## src/rtl/pixel_scan_fifo.sv

```systemverilog
// Raster scanner feeding a shader-coloured pixel stream into a small show-ahead FIFO
// for the ILI9341 SPI driver; walks columns outer, rows inner (panel write order).
module pixel_scan_fifo #(
  parameter int unsigned WIDTH   = 320,
  parameter int unsigned HEIGHT  = 240,
  parameter int unsigned DEPTH   = 4,
  parameter int unsigned COLOR_W = 16
) (
  input  logic                         clk,
  input  logic                         rst_n,
  input  logic                         enable,
  input  logic                         restart,
  output logic [8:0]                   coord_x,
  output logic [7:0]                   coord_y,
  input  logic [COLOR_W-1:0]           color_in,
  output logic [COLOR_W-1:0]           pix_data,
  output logic                         pix_sof,
  output logic                         pix_valid,
  input  logic                         pix_ready,
  output logic [$clog2(DEPTH):0]       fill_level,
  output logic                         frame_done
);

  localparam int unsigned AW = $clog2(DEPTH);
  localparam int unsigned CW = AW + 1;
  localparam int unsigned XW = 9;
  localparam int unsigned YW = 8;

  typedef struct packed {
    logic               sof;
    logic [COLOR_W-1:0] color;
  } entry_t;

  entry_t          mem [DEPTH];
  logic [AW-1:0]   wr_ptr;
  logic [AW-1:0]   rd_ptr;

  logic            pop_c;
  logic            push_c;
  logic            full_c;
  logic            last_x_c;
  logic            last_y_c;
  logic [XW-1:0]   next_x_c;
  logic [YW-1:0]   next_y_c;
  entry_t          wdata_c;
  entry_t          head_c;

  // Handshake and capture qualification; restart overrides both directions.
  always_comb begin
    full_c   = (fill_level == CW'(DEPTH));
    pop_c    = pix_valid & pix_ready & ~restart;
    push_c   = enable & ~restart & (~full_c | (pix_valid & pix_ready));
    last_x_c = (coord_x == XW'(WIDTH - 1));
    last_y_c = (coord_y == YW'(HEIGHT - 1));
  end

  // Next scan position: row counter wraps into the column counter.
  always_comb begin
    next_x_c = coord_x;
    next_y_c = coord_y + YW'(1);
    if (last_y_c) begin
      next_y_c = '0;
      next_x_c = last_x_c ? '0 : coord_x + XW'(1);
    end
  end

  always_comb begin
    wdata_c.sof   = (coord_x == '0) && (coord_y == '0);
    wdata_c.color = color_in;
  end

  // Scan position and frame-complete pulse.
  always_ff @(posedge clk or negedge rst_n) begin
    if (!rst_n) begin
      coord_x    <= '0;
      coord_y    <= '0;
      frame_done <= 1'b0;
    end else if (restart) begin
      coord_x    <= '0;
      coord_y    <= '0;
      frame_done <= 1'b0;
    end else begin
      frame_done <= push_c & last_x_c & last_y_c;
      if (push_c) begin
        coord_x <= next_x_c;
        coord_y <= next_y_c;
      end
    end
  end

  // FIFO pointers and occupancy; the count disambiguates full from empty.
  always_ff @(posedge clk or negedge rst_n) begin
    if (!rst_n) begin
      wr_ptr     <= '0;
      rd_ptr     <= '0;
      fill_level <= '0;
    end else if (restart) begin
      wr_ptr     <= '0;
      rd_ptr     <= '0;
      fill_level <= '0;
    end else begin
      if (push_c) wr_ptr <= wr_ptr + AW'(1);
      if (pop_c)  rd_ptr <= rd_ptr + AW'(1);
      if (push_c && !pop_c)      fill_level <= fill_level + CW'(1);
      else if (pop_c && !push_c) fill_level <= fill_level - CW'(1);
    end
  end

  // Storage needs no reset: nothing is read until it has been written.
  always_ff @(posedge clk) begin
    if (push_c) mem[wr_ptr] <= wdata_c;
  end

  // Show-ahead head; forced to zero while empty so stale entries never leak out.
  always_comb begin
    head_c    = mem[rd_ptr];
    pix_valid = (fill_level != '0);
    pix_data  = pix_valid ? head_c.color : '0;
    pix_sof   = pix_valid & head_c.sof;
  end

endmodule
```

## config.mk

```make
export PLATFORM = sky130hd
export DESIGN_NAME = pixel_scan_fifo
export DESIGN_NICKNAME = d
export VERILOG_FILES = /design/src/rtl/pixel_scan_fifo.sv
export SDC_FILE = /design/constraint.sdc
export NUM_CORES = 1
export LEC_CHECK = 0
export BUFFER_PORTS_ARGS = -buffer_cell sky130_fd_sc_hd__buf_2
export CAP_MARGIN = 20
export CORE_MARGIN = 2
export CORE_UTILIZATION = 35
export CTS_BUF_LIST = sky130_fd_sc_hd__clkbuf_8
export CTS_CLUSTER_DIAMETER = 40
export CTS_CLUSTER_SIZE = 8
export DETAILED_ROUTE_END_ITERATION = 10
export PLACE_DENSITY = 0.61
export REMOVE_ABC_BUFFERS = 1
export SLEW_MARGIN = 20
export SYNTH_ARGS = -nofsm -noshare
export SYNTH_HDL_FRONTEND = slang
export SYNTH_SLANG_ARGS = --single-unit
```

## constraint.sdc

```tcl
create_clock -name clk -period 3.1 [get_ports clk]
set_input_delay 0.465 -clock clk [delete_from_list [all_inputs] [get_ports clk]]
set_output_delay 0.465 -clock clk [all_outputs]
set_load 0.05 [all_outputs]
```

==> metrics.cfg <==
[drt]
drc=0
wl_per_cell_um=16.8
dr.pass1.iters=4
via_per_inst=5.19
drt.antenna.violating_nets=0
wirelength_mm=8.11
dr_total_vias=2509
drtIter0Drc=119

[worst_setup_path]
path_cells=buf_4 -> mux4_2 -> and2_1 -> buf_2
cp-end-kind=primary output
critical_path_buf_inv_count=2
crit_slowest_cell=mux4_2
critPathLaunchType=flop
max_stage_delay_ns=0.54
crit_fanout=17
rr_endpoint=fill_level[2]
worstPathRequired_ns=2.63
rr_worst_depth=5
critical_path_class=reg -> out
arrival_ns=2.07
r2r_setup_slack_ns=0.73
timing.rr.start=fill_level[1]
path_delay_family=buffers and inverters

[synthesis]
synth_top_area_share=0.498
yosys_warnings=0
synth_edf_count=68
syn_inst=273
synth-seq-area-share=0.650
synth_cell_types=49
ys_ff_latch=93
synth_area_leaders=edfxtp_1, dfrtp_1, mux4_2
syn_area_um2=4100
async_reset_ff_frac=0.269
syn_area_per_cell_um2=15.0
yosys.area.top_type=edfxtp_1
synth_ff_type=edfxtp_1

[pwr]
p_per_area_nw_per_um2=637
irDropWorstVdd_mv=0.414
leakagePower_uw=0.00183

[layout]
drive_gt1_frac=0.306
fin_area_um2=4760
final_nets=365
antenna_cells=0
area_delta_synth_final_pct=15.9

[global_routing]
grt_pass1_wl_mm=13.2
track_usage=0.137
grt_pass1_vias=2496
grt-ovfl-total=0
grt_max_degree=26
antenna_found_initial=0

[clock_tree]
cts_setup_buffers=0
cts_tree=yes
clk_pin_slew_ns=0.09
cts.hold.buffers_added=0
clock_path_buffers=2
htreeDepth=3
insertion_delay_ns=0.36
ctsResizeCount=0
cts_buffers=9
clock-sinks=93
clockRootBuffer=clkbuf_8

[timing]
final_max_slew_viol_count=0
skew_ns=0.0105
timing.setup.tns_ns=0
final-setup-viol-count=0
finalCritPeriodShare=0.816
rsz0062_at_grt=no
max_freq_mhz=395
tightest_slew_ns=0.585
fin_crit_ns=2.53
relSlewSlack=0.610
hold_violations=0

[hold_path]
hold_path_class=in -> async

[placed_design]
routabilityCongestion=0.797
dpl_cell_area_um2=4540
hpwl_mm=5.23
port_buffers=59

[floorplanning]
start_util=0.359
die_w_um=112
ios=60
core.rowCount=39
die_h_um=112
design.die.area_um2=12600
core_um2=11400

[flow_run]
cap_violations=0

[outcome]
status=finished, final reports clean

## worst register-to-register path, delay by kind of cell (launching register included)
| kind | cells | cell delay (ns) |
|---|---|---|
| fa+ha+maj | 1 | 0.38 |
| mux | 2 | 0.53 |
| flops | 1 | 0.47 |
| simple gates | 2 | 0.89 |
## final cells by class
| type | instances | area (um2) |
|---|---|---|
| fill | 1056 | 6660 |
| sequential | 93 | 2670 |
| multi-input combinational | 161 | 1350 |
| timing repair buffer | 61 | 310 |
| tap | 143 | 179 |
| clock buffer | 9 | 124 |
| clock inverter | 7 | 97.6 |
| inverter | 9 | 33.8 |
## stage by stage
stage,utilization,hold slack (ns),setup WS [ns],std cells,total power (uW)
floorplan,-,0.169,0.635,263,1980
global placement,0.397,0.500,0.728,467,2170
detailed placement,0.397,0.508,0.675,467,2180
CTS,0.417,0.0980,0.502,483,3070
finish,0.417,0.0894,0.569,483,3030
global route,0.417,0.102,0.417,483,3170
## kinds of logic after synthesis
logic type / after synthesis / share of synthesized area
AOI/OAI and AO/OA: 39 / 0.0579
xor gates and xnor gates: 5 / 0.0107
adders and majority gates: 9 / 0.0293
buffers and inverters: 19 / 0.0223
DFF: 93 / 0.650
muxes: 20 / 0.101
and+or+nand+nor: 88 / 0.129
## where the power goes
group	internal (uW)	leakage, uW	total, uW	switching [uW]
Sequential	1390	0.000961	1420	30.6
Clock	458	0.000112	889	431
Combinational	223	0.000757	723	500
Total	2070	0.00183	3030	961
## cells in the mapped netlist, types with 2 or more instances
master,count
ha_1,8
nand4_1,2
o21ai_0,13
xor2_1,5
nor4_1,2
edfxtp_1,68
nor3_1,3
and2_1,19
nand3_1,8
a31oi_1,2
and2b_1,2
a21oi_1,13
mux4_2,17
nand3b_1,3
nand2_1,10
inv_1,9
o31ai_1,4
or3_1,8
and3_1,3
and3_2,4
dfrtp_1,25
buf_2,4
or4_1,2
clkbuf_1,3
nor2_1,11
buf_6,2
## registers in the layout, summed over array words and instances (netlist names)
register,flops
wr_ptr,2
fill_level,3
frame_done,1
rd_ptr,2
coord_x,9
mem,68
coord_y,8
## layer usage
layer  share of wire  GRT usage  vias up
li1                -          -     1167
met2            0.47      0.214       87
met4          0.0089     0.0317        0
met1            0.45      0.186     1249
met5               0          0        -
met3           0.065     0.0481        6
## cell usage in the layout (no fill, tap or decap), drive strengths merged, types with 2 or more instances in the layout
master and instances:
nand2 10, nor3 3, and3 8, edfxtp 68, a31oi 2, buf 61, and2 20, nand3 8
o21ai 14, mux2 2, nor4 2, ha 8, nand4 3, mux4 17, and2b 2, xor2 5
nand3b 3, o31ai 4, inv 12, nor2 11, a21oi 14, clkbuf 9, or4 2, bufinv 2
dfrtp 25, or3 9
## worst max path at each step
stage,depth (start not counted),endpoint,start
6_report,4,pix_data[3],rd_ptr[0]
4_1_cts,4,pix_data[3],rd_ptr[0]
5_1_grt,4,pix_data[3],rd_ptr[0]
2_1_floorplan,5,fill_level[2],fill_level[2]
3_5_place_dp,6,fill_level[2],pix_ready
3_3_place_gp,6,fill_level[2],pix_ready
Power figures use the tool's default switching activity.
